File: src/rtl/csr_irq_ctrl.sv
`default_nettype none
// ============================================================================
// csr_irq_ctrl - MIP/MIE state, interrupt select and WFI stall FSM.
// Optional IRQ_SYNC_EN adds a two-flop input synchroniser. Rev 1.0
// ============================================================================
module csr_irq_ctrl #(
  parameter int XLEN        = 64,
  parameter int S_SUPPORTED = 1
) (
  input  logic            clk,
  input  logic            reset,
  input  logic            CSRMWriteM,
  input  logic [11:0]     CSRAdrM,
  input  logic [XLEN-1:0] CSRWriteValM,
  input  logic            MExtInt,
  input  logic            SExtInt,
  input  logic            MTimerInt,
  input  logic            MSwInt,
  input  logic [1:0]      PrivilegeModeM,
  input  logic            STATUS_MIE,
  input  logic            STATUS_SIE,
  input  logic [11:0]     MIDELEG_REGW,
  input  logic            WFIM,
  output logic [11:0]     MIP_REGW,
  output logic [11:0]     MIE_REGW,
  output logic            InterruptM,
  output logic [3:0]      IntCauseM,
  output logic            WFIStallM
);

  localparam logic        S_EN     = (S_SUPPORTED != 0);
  localparam logic [11:0] MIE_MASK = S_EN ? 12'hAAA : 12'h888;
  localparam logic [11:0] MIP_MASK = S_EN ? 12'h222 : 12'h000;
  localparam logic [11:0] ADR_MIE  = 12'h304;
  localparam logic [11:0] ADR_MIP  = 12'h344;
  localparam logic [1:0]  PRIV_M   = 2'b11;
  localparam logic [1:0]  PRIV_S   = 2'b01;
  localparam logic [1:0]  PRIV_U   = 2'b00;

  typedef enum logic [0:0] {
    ST_RUN  = 1'b0,
    ST_WAIT = 1'b1
  } wfi_state_t;

  logic [11:0] w_wdata;
  logic        w_unused_wdata;
  logic [3:0]  w_irq_in;
  logic [3:0]  r_irq_s;
  logic [11:0] r_mie;
  logic        r_ssip, r_stip, r_seip;
  logic [11:0] w_mip;
  logic [11:0] w_pend;
  logic [11:0] w_en;
  logic        w_m_on, w_s_on;
  wfi_state_t  r_state, w_state_nxt;

  assign w_wdata        = CSRWriteValM[11:0];
  assign w_unused_wdata = ^CSRWriteValM[XLEN-1:12];
  // Packed as {MEI, SEI, MTI, MSI}
  assign w_irq_in       = {MExtInt, SExtInt, MTimerInt, MSwInt};

`ifdef IRQ_SYNC_EN
  logic [3:0] r_irq_meta;
  always_ff @(posedge clk or posedge reset) begin
    if (reset) begin
      r_irq_meta <= '0;
      r_irq_s    <= '0;
    end else begin
      r_irq_meta <= w_irq_in;
      r_irq_s    <= r_irq_meta;
    end
  end
`else
  always_ff @(posedge clk or posedge reset) begin
    if (reset) r_irq_s <= '0;
    else       r_irq_s <= w_irq_in;
  end
`endif

  always_ff @(posedge clk or posedge reset) begin
    if (reset) begin
      r_mie  <= '0;
      r_ssip <= 1'b0;
      r_stip <= 1'b0;
      r_seip <= 1'b0;
    end else if (CSRMWriteM) begin
      if (CSRAdrM == ADR_MIE) r_mie <= w_wdata & MIE_MASK;
      if (CSRAdrM == ADR_MIP) begin
        r_ssip <= w_wdata[1] & MIP_MASK[1];
        r_stip <= w_wdata[5] & MIP_MASK[5];
        r_seip <= w_wdata[9] & MIP_MASK[9];
      end
    end
  end

  always_comb begin
    w_mip     = '0;
    w_mip[11] = r_irq_s[3];
    // External S line and software SEIP are OR-ed, so clearing one never hides the other
    w_mip[9]  = (r_irq_s[2] & S_EN) | r_seip;
    w_mip[7]  = r_irq_s[1];
    w_mip[5]  = r_stip;
    w_mip[3]  = r_irq_s[0];
    w_mip[1]  = r_ssip;
  end

  assign MIP_REGW = w_mip;
  assign MIE_REGW = r_mie;
  assign w_pend   = w_mip & r_mie;

  assign w_m_on = (PrivilegeModeM != PRIV_M) | STATUS_MIE;
  assign w_s_on = (PrivilegeModeM == PRIV_U) | ((PrivilegeModeM == PRIV_S) & STATUS_SIE);
  assign w_en   = w_pend & ((~MIDELEG_REGW & {12{w_m_on}}) | (MIDELEG_REGW & {12{w_s_on}}));

  assign InterruptM = |w_en;

  always_comb begin
    IntCauseM = 4'd0;
    if      (w_en[11]) IntCauseM = 4'd11;
    else if (w_en[3])  IntCauseM = 4'd3;
    else if (w_en[7])  IntCauseM = 4'd7;
    else if (w_en[9])  IntCauseM = 4'd9;
    else if (w_en[1])  IntCauseM = 4'd1;
    else if (w_en[5])  IntCauseM = 4'd5;
  end

  always_ff @(posedge clk or posedge reset) begin
    if (reset) r_state <= ST_RUN;
    else       r_state <= w_state_nxt;
  end

  // Wake uses raw pending&enable, ignoring global enables and delegation
  always_comb begin
    w_state_nxt = r_state;
    WFIStallM   = 1'b0;
    case (r_state)
      ST_RUN: begin
        if (WFIM && (w_pend == 12'd0)) w_state_nxt = ST_WAIT;
      end
      ST_WAIT: begin
        WFIStallM = 1'b1;
        if (|w_pend) w_state_nxt = ST_RUN;
      end
      default: w_state_nxt = ST_RUN;
    endcase
  end

endmodule
`default_nettype wire

File: config.mk
export PLATFORM = sky130hd
export DESIGN_NAME = csr_irq_ctrl
export DESIGN_NICKNAME = d
export VERILOG_FILES = /design/src/rtl/csr_irq_ctrl.sv
export SDC_FILE = /design/constraint.sdc
export NUM_CORES = 1
export LEC_CHECK = 0
export BUFFER_PORTS_ARGS = -buffer_cell sky130_fd_sc_hd__buf_2
export CELL_PAD_IN_SITES_DETAIL_PLACEMENT = 0
export CELL_PAD_IN_SITES_GLOBAL_PLACEMENT = 2
export CORE_ASPECT_RATIO = 1.4
export CORE_UTILIZATION = 14
export CTS_CLUSTER_DIAMETER = 80
export CTS_CLUSTER_SIZE = 16
export DETAILED_ROUTE_END_ITERATION = 6
export PLACE_DENSITY_LB_ADDON = 0.12
export SKIP_LAST_GASP = 1
export SYNTH_ARGS = -nofsm -noshare
export SYNTH_HDL_FRONTEND = slang
export SYNTH_SLANG_ARGS = --single-unit
File: constraint.sdc
create_clock -name clk -period 3.1 [get_ports clk]
set_input_delay 0.155 -clock clk [delete_from_list [all_inputs] [get_ports clk]]
set_output_delay 0.155 -clock clk [all_outputs]
set_load 0.01 [all_outputs]
After elaboration in Yosys (flattened, before gate mapping)
Index checks and enable logic that the tools add are counted.
- flip-flop bits (word level): 14
- logic and storage cells: 38
- eq/ne operators: 4
- multiplexer cells: 10
- bitwise logic cells: 11
- reductions and logical operators: 7
- operator list (kind ; number):
    $and A12 B12 Y12 ; 4
    $eq A12 B10 Y1 const B ; 2
    $reduce_or A12 Y1 ; 2
    $mux W4 ; 4
    $logic_not A12 Y1 ; 1
    $not A12 Y12 ; 1
    $or A12 B12 Y12 ; 1
    $mux W3 ; 2
    $reduce_and A2 Y1 ; 2
    $mux W1 ; 3
    $or A1 B1 Y1 ; 3
    $eq A2 B1 Y1 const B ; 1
    $logic_not A2 Y1 ; 1
    $ne A2 B2 Y1 const B ; 1
    $pmux W1 S2 ; 1
    $and A1 B1 Y1 ; 1
    $logic_and A1 B1 Y1 ; 1
    $not A1 Y1 ; 1

Depth between registers and ports, before layout
Gate-level depths: netlist of the first run.
- word-level depth: 12
- mapped depth: 4

Worst setup path before layout of the first run
Ideal clock, no wire load.
- kind: register -> output
- start: register r_seip
- end: output port IntCauseM[0]
- arrival: 1.482 ns
- required time: 2.945 ns
- setup slack: 1.463 ns
- cell stages (with the launch flop): 5
- cells stage by stage: dfrtp_1 -> o21a_1 -> a32o_1 -> a22o_1 -> or4b_1
- cells in the longest elaborated chain, start to end: 7
- ends and longest elaborated chain (element ; RTL line ; source):
    start: declaration ; 50 ; logic r_ssip, r_stip, r_seip;
    start signal: assignment ; 91 ; r_seip <= w_wdata[9] & MIP_MASK[9];
    $or A1 B1 Y1 ; 100 ; w_mip[9] = (r_irq_s[2] & S_EN) | r_seip;
    $and A12 B12 Y12 ; 109 ; assign w_pend = w_mip & r_mie;
    $and A12 B12 Y12 ; 113 ; assign w_en = w_pend & ((~MIDELEG_REGW & {12{w_m_on}}) | (MIDELEG_REGW & {12{w_s_on}}));
    $mux W4 ; 122 ; else if (w_en[9]) IntCauseM = 4'd9;
    $mux W4 ; 121 ; else if (w_en[7]) IntCauseM = 4'd7;
    $mux W4 ; 120 ; else if (w_en[3]) IntCauseM = 4'd3;
    $mux W4 ; 119 ; if (w_en[11]) IntCauseM = 4'd11;
    end: declaration ; 27 ; output logic [3:0] IntCauseM,
Every way passes these cells.

Final worst setup path of the first run
- start: register r_seip
- end: output port InterruptM
- cells in the longest elaborated chain, start to end: 4
- ends and longest elaborated chain (element ; RTL line ; source):
    $or A1 B1 Y1 ; 100 ;
    $and A12 B12 Y12 ; 109 ;
    $and A12 B12 Y12 ; 113 ;
    $reduce_or A12 Y1 ; 115 ; assign InterruptM = |w_en;
    end: declaration ; 26 ; output logic InterruptM,
Every way passes these cells.

==> results.py, run 1 <==
metrics = {
    "worst_setup_path": {
        "critPathLaunchType": "register",
        "crit_path_max_fanout": 4,
        "crit_arrival_ns": 1.94,
        "critPathRequiredTime_ns": 2.94,
        "cp_slowest_stage_delay_ns": 0.47,
        "path_cells": "o21a_1, a32o_1, a22o_1, or4b_1, buf_2",
        "cpMaxStageDelayCell": "or4b_1",
        "crit_type": "reg -> out",
        "crit_path_end_kind": "output pin",
    },
    "place": {
        "dp_hpwl_um": 2450,
        "numPortBuffers": 53,
        "pre_cts_ws_ns": 1.27,
        "dp.cells": 210,
        "gp_congestion": 0.660,
    },
    "drt": {
        "firstDrtPassIters": 4,
        "via_per_inst": 4.09,
        "drc": 0,
        "drt_iter0_drc": 33,
        "wl_per_cell_um": 13.0,
        "routed_wl_um": 2810,
        "vias": 883,
        "antenna_left": 0,
    },
    "global_route": {
        "track_usage": 0.0879,
        "met2_usage": 0.152,
        "grt_pass1_vias": 956,
        "top_usage_layer": "met2",
        "grtUsageMet3": 0.0207,
        "met1_usage": 0.0967,
        "overflow": 0,
        "grt_max_degree": 15,
        "grt_pass1_wl_um": 4690,
        "antenna_found_initial": 0,
    },
    "floorplanning": {
        "ioPinCount": 130,
        "die_area_um2": 6820,
        "die_width_um": 70.1,
        "coreArea_um2": 6250,
        "die_y_um": 97.3,
        "rows": 34,
        "initial_core_util": 0.145,
    },
    "pwr": {
        "cellPowerDensity_nw_per_um2": 338,
        "p_total_mw": 0.423,
        "p_leak_nw": 0.657,
        "irDropWorstVdd_mv": 0.190,
    },
    "timing": {
        "finalWorstSetupSlack_ns": 1.00,
        "period_needed_ns": 2.10,
        "finalClockSkew_ns": 0.00798,
        "slew_viol_final": 0,
        "max_freq_ghz": 0.477,
        "rsz0062_at_grt": "no",
        "final-hold-violation-count": 0,
        "period_share": 0.677,
        "finalSetupTns_ns": 0,
        "hold_ws_ns": 0.00781,
        "setup_violations": 0,
        "worst_pin_slew_ns": 0.570,
        "relSlewSlack": 0.619,
    },
    "synth": {
        "synth-seq-area-share": 0.386,
        "ys_warn_count": 0,
        "ys_types": 32,
        "avgSynthCellArea_um2": 9.98,
        "synthCells": 91,
        "synth-async-reset-ratio": 1.00,
        "synth_simple_gate_area_share": 0.208,
        "synth_edf_count": 0,
        "synth_top_area_frac": 0.386,
        "yosys-top-cells-area": "dfrtp_1 (39%), buf_4 (14%), mux2_2 (11%)",
        "synthAdderAreaFrac": 0,
        "synth_area_leader_cell": "dfrtp_1",
        "synthMuxAreaShare": 0.112,
        "syn-cell-area_um2": 908,
        "synth_top_family_by_area": "simple AND/OR/NAND/NOR gates",
        "ys.flop_type": "dfrtp_1",
        "synth.ff_latch_count": 14,
        "synth_xor_area_frac": 0,
        "synth_compound_area_frac": 0.146,
    },
    "clock_tree": {
        "cts_sinks": 14,
        "cts_made_buffers": 3,
        "cts_setup_buffers": 0,
        "cts_resized": 0,
        "cts_buffer_depth": 2,
        "hold_buffers": 1,
        "tritoncts": "built",
        "cts-root-buf": "clkbuf_8",
        "htreeDepth": 1,
        "path_clk_slew_ns": 0.06,
        "insertion_delay_ns": 0.25,
    },
    "layout": {
        "layout_common_cells": "buf_2 (53), dfrtp_1 (14), conb_1 (12)",
        "final_common_cell": "buf_2",
        "drive_gt1_frac": 0.486,
        "multiInputGateArea_um2": 468,
        "n_fill_cell": 702,
        "fin_cells": 216,
        "num_antenna_cells": 0,
        "areaGrowthSynthToFinish_pct": 37.9,
        "nets": 245,
        "seq_area_um2": 350,
    },
    "min_path": {
        "worstHoldPathType": "in -> reg",
    },
    "run": {
        "maxCapViolations": 0,
    },
    "run_status": {
        "status": "finished, final reports clean",
    },
}
-- worst paths after layout --
| kind | slack (ns) | to | startpoint | cells after the start |
|---|---|---|---|---|
| worst max-delay path | 1.00 | InterruptM | r_seip | 5 |
| worst min-delay path | 0.008 | r_irq_s[0] | MSwInt | 1 |
| worst max register to register | 2.21 | r_state | MIE_REGW[11] | 3 |
| worst min register to register | 0.57 | r_seip | r_seip | 1 |
| max in group asynchronous | 2.20 | MIE_REGW[5] | reset | 3 |
| min in group asynchronous | 0.51 | MIE_REGW[3] | reset | 3 |
-- layout make-up --
| class | count | area share |
|---|---|---|
| flip-flops and latches | 14 | 0.280 |
| inverters | 1 | 0.00300 |
| multi-input cells | 70 | 0.374 |
| well taps | 72 | 0.0719 |
| clock buffers | 4 | 0.0440 |
| repair buffers | 55 | 0.228 |
-- synthesized netlist by cell type, types with 2 or more instances --
cell      instances
a211oi_1          2
nand4_1           2
or4b_1            2
nor2_1            2
buf_4            17
nor3_1            2
nand3_1           4
mux2_2            9
nor4b_1           2
nand2_1           7
nand3b_1          2
o22ai_1           2
dfrtp_1          14
o32ai_1           2
o21ai_0           4
a22o_1            2
-- per-stage QoR --
| step | area [um^2] | util |
|---|---|---|
| floorplan | 950 | - |
| global placement | 1180 | 0.188 |
| detailed placement | 1180 | 0.188 |
| CTS | 1240 | 0.199 |
| global route | 1250 | 0.200 |
| finish | 1250 | 0.200 |
-- kinds of logic (layout without fill, tap and decap cells) --
group,count (synthesis),count (layout)
flops,14,14
compound gates,18,18
other cells,1,12
buf+inv,18,60
mux,9,9
simple gates,31,31
-- worst max-delay path: cells and delay by family (launching register included) --
family,cells,cell delay [ns]
compound gates,3,0.67
simple gates,1,0.47
flops,1,0.40
buf+inv,1,0.15
-- layer usage --
metal / vias up / part of all wire / wire (um)
li1: 420 / - / -
met1: 399 / 0.39 / 1080
met2: 57 / 0.51 / 1430
met3: 7 / 0.077 / 215
met4: 0 / 0.027 / 75
met5: - / 0 / 0
-- flip-flops by register name, summed over array words and instances (netlist names) --
register and flops:
r_state 1, MIE_REGW 6, r_stip 1, r_ssip 1
r_seip 1, r_irq_s 4
-- report_power, final --
part,switching [mW],total [mW],leakage (nW),internal [mW]
clock,0.0664,0.179,0.0288,0.113
combinational,0.0295,0.0547,0.447,0.0252
sequential,0.00334,0.190,0.181,0.186
total,0.0992,0.423,0.657,0.324
Power figures use the tool's default switching activity.
==> run 2: changes to the inputs <==
--- a/config.mk
+++ b/config.mk
@@ -5,11 +5,12 @@
 export SDC_FILE = /design/constraint.sdc
 export NUM_CORES = 1
 export LEC_CHECK = 0
+export ABC_AREA = 1
 export BUFFER_PORTS_ARGS = -buffer_cell sky130_fd_sc_hd__buf_2
 export CELL_PAD_IN_SITES_DETAIL_PLACEMENT = 0
 export CELL_PAD_IN_SITES_GLOBAL_PLACEMENT = 2
 export CORE_ASPECT_RATIO = 1.4
-export CORE_UTILIZATION = 14
+export CORE_UTILIZATION = 13
 export CTS_CLUSTER_DIAMETER = 80
 export CTS_CLUSTER_SIZE = 16
 export DETAILED_ROUTE_END_ITERATION = 6
==> constraint.sdc (replaced) <==
create_clock -name clk -period 2 [get_ports clk]
set_input_delay 0.1 -clock clk [delete_from_list [all_inputs] [get_ports clk]]
set_output_delay 0.1 -clock clk [all_outputs]
set_load 0.01 [all_outputs]
==> run 2 against run 1 <==
Count of clock-buffer cells in the layout unchanged; flip-flop and latch count did not move; routed wire length fell by 11%; die area increased by 11%; cell area up 7.0%.
==> results.py, run 2 <==
metrics = {
    "floorplanning": {
        "die_y_um": 102,
        "initial_core_util": 0.134,
        "die_area_um2": 7560,
        "rows": 36,
        "die_width_um": 73.8,
        "ioPinCount": 130,
        "coreArea_um2": 6980,
    },
    "synth": {
        "synth.most_common_cell": "nand2_1",
        "synth_edf_count": 0,
        "synth_compound_area_frac": 0.0854,
        "avgSynthCellArea_um2": 7.81,
        "synthMuxAreaShare": 0,
        "synth_top_family_by_area": "simple AND/OR/NAND/NOR gates",
        "ys_types": 24,
        "yosys-top-cells-area": "dfrtp_1 (37%), buf_4 (14%), nand2_1 (14%)",
        "synth_area_leader_cell": "dfrtp_1",
        "synth_simple_gate_area_share": 0.340,
        "syn-cell-area_um2": 937,
        "synth-async-reset-ratio": 1.00,
        "synth_common_cells": "nand2_1 (34), buf_4 (17), dfrtp_1 (14), inv_1 (14), nand3_1 (7)",
        "synth_xor_area_frac": 0,
        "synthCells": 120,
        "synthAdderAreaFrac": 0,
        "ys_warn_count": 0,
        "synth_top_area_frac": 0.374,
        "synth-seq-area-share": 0.374,
        "synth.ff_latch_count": 14,
        "ys.flop_type": "dfrtp_1",
    },
    "global_route": {
        "antenna_found_initial": 0,
        "track_usage": 0.0734,
        "grt_max_degree": 15,
        "overflow": 0,
        "grt_pass1_vias": 897,
        "grt_pass1_wl_um": 4160,
    },
    "worst_setup_path": {
        "critPathRequiredTime_ns": 1.90,
        "crit_arrival_ns": 1.37,
        "crit_type": "reg -> out",
        "critPathLaunchType": "register",
        "crit_path_end_kind": "output pin",
        "crit_path_max_fanout": 3,
    },
    "clock_tree": {
        "cts_made_buffers": 3,
        "insertion_delay_ns": 0.24,
        "path_clk_slew_ns": 0.06,
        "tritoncts": "built",
        "cts-root-buf": "clkbuf_8",
        "cts_buffer_depth": 2,
        "htreeDepth": 1,
        "cts_setup_buffers": 0,
        "hold_buffers": 5,
        "cts_resized": 0,
        "cts_sinks": 14,
    },
    "timing": {
        "max_freq_ghz": 0.680,
        "rsz0062_at_grt": "no",
        "finalSetupTns_ns": 0,
        "period_share": 0.735,
        "final-hold-violation-count": 0,
        "relSlewSlack": 0.646,
        "setup_violations": 0,
        "slew_viol_final": 0,
        "period_needed_ns": 1.47,
        "worst_pin_slew_ns": 0.530,
        "finalClockSkew_ns": 0.00206,
    },
    "drt": {
        "drt_iter0_drc": 11,
        "routed_wl_um": 2510,
        "firstDrtPassIters": 2,
        "via_per_inst": 3.22,
        "antenna_left": 0,
        "drc": 0,
        "vias": 872,
        "wl_per_cell_um": 9.25,
    },
    "place": {
        "gp_congestion": 0.718,
        "numPortBuffers": 53,
        "dp_hpwl_um": 2240,
    },
    "pwr": {
        "power_frac_seq": 0.448,
        "pwr-share-clk": 0.406,
        "p_leak_nw": 0.804,
        "cellPowerDensity_nw_per_um2": 486,
        "p_int_mw": 0.506,
        "swShare": 0.223,
        "irDropWorstVdd_mv": 0.154,
        "switchingPower_mw": 0.145,
        "p_total_mw": 0.651,
        "comb_power_share": 0.146,
    },
    "layout": {
        "layout_common_cells": "buf_2 (53), nand2_1 (34), dfrtp_1 (14), inv_1 (14), conb_1 (12)",
        "drive_gt1_frac": 0.403,
        "nets": 277,
        "largest_reg_flops": 6,
        "areaGrowthSynthToFinish_pct": 43.0,
        "num_antenna_cells": 0,
        "final_common_cell": "buf_2",
    },
    "min_path": {
        "worstHoldPathType": "in -> reg",
    },
    "run_status": {
        "status": "finished, final reports clean",
    },
    "run": {
        "maxCapViolations": 0,
    },
}
==> run 2: critical path, cell delays in order, from the launching register on <==
cell and delay [ns]:
dfrtp_1 0.36, nand2_1 0.10, inv_1 0.06, nand2_1 0.05, nor2_1 0.17, nand3_1 0.11
a21oi_1 0.15, buf_2 0.15
==> run 2: final timing paths <==
kind / startpoint / to / slack [ns] / depth (start not counted)
setup / recovery: MIE_REGW[5] / IntCauseM[2] / 0.53 / 7
hold / removal: CSRWriteValM[5] / r_stip / 0.11 / 3
setup reg to reg: r_seip / r_state / 1.12 / 2
hold reg to reg: MIE_REGW[7] / MIE_REGW[7] / 0.50 / 2
max in group asynchronous: reset / r_irq_s[1] / 1.20 / 3
min in group asynchronous: reset / r_irq_s[3] / 0.44 / 3
==> run 2: metrics by stage <==
step | hold slack, ns | cells | area (um^2) | utilization | worst slack (ns)
after detailed placement | 0.173 | 262 | 1230 | 0.177 | 0.754
after global routing | 0.115 | 271 | 1340 | 0.192 | 0.293
final | 0.110 | 271 | 1340 | 0.192 | 0.529
after floorplan | -0.0108 | 131 | 978 | - | 0.916
after global placement | 0.167 | 262 | 1230 | 0.177 | 0.759
after CTS | 0.103 | 271 | 1340 | 0.192 | 0.481
==> run 2: area by class of cell <==
type                            instances  area (um^2)
Clock buffer                            4         55.1
Multi-Input combinational cell         85          444
Timing Repair Buffer                   58          315
Inverter                               15         56.3
Tap cell                               95          119
Fill cell                             813         5640
Sequential cell                        14          350
==> run 2: kinds of logic after synthesis <==
family / count (synthesis)
compound gates: 14
other cells: 1
simple gates: 59
buf+inv: 32
flops: 14
==> run 2: power groups by stage <==
stage | Combinational (mW) | Clock (mW) | Sequential [mW]
6_report | 0.0954 | 0.264 | 0.291
5_1_grt | 0.108 | 0.297 | 0.292
4_1_cts | 0.0966 | 0.280 | 0.291
3_5_place_dp | 0.0887 | 0 | 0.296
3_3_place_gp | 0.0885 | 0 | 0.296
2_1_floorplan | 0.0618 | 0 | 0.296
==> run 2: metal layers <==
metal | wire, um | GRT usage | up-vias
met3 | 212 | 0.0168 | 2
met4 | 55 | 0.0488 | 0
met5 | 0 | 0 | -
li1 | - | - | 459
met1 | 1040 | 0.0820 | 364
met2 | 1200 | 0.123 | 47
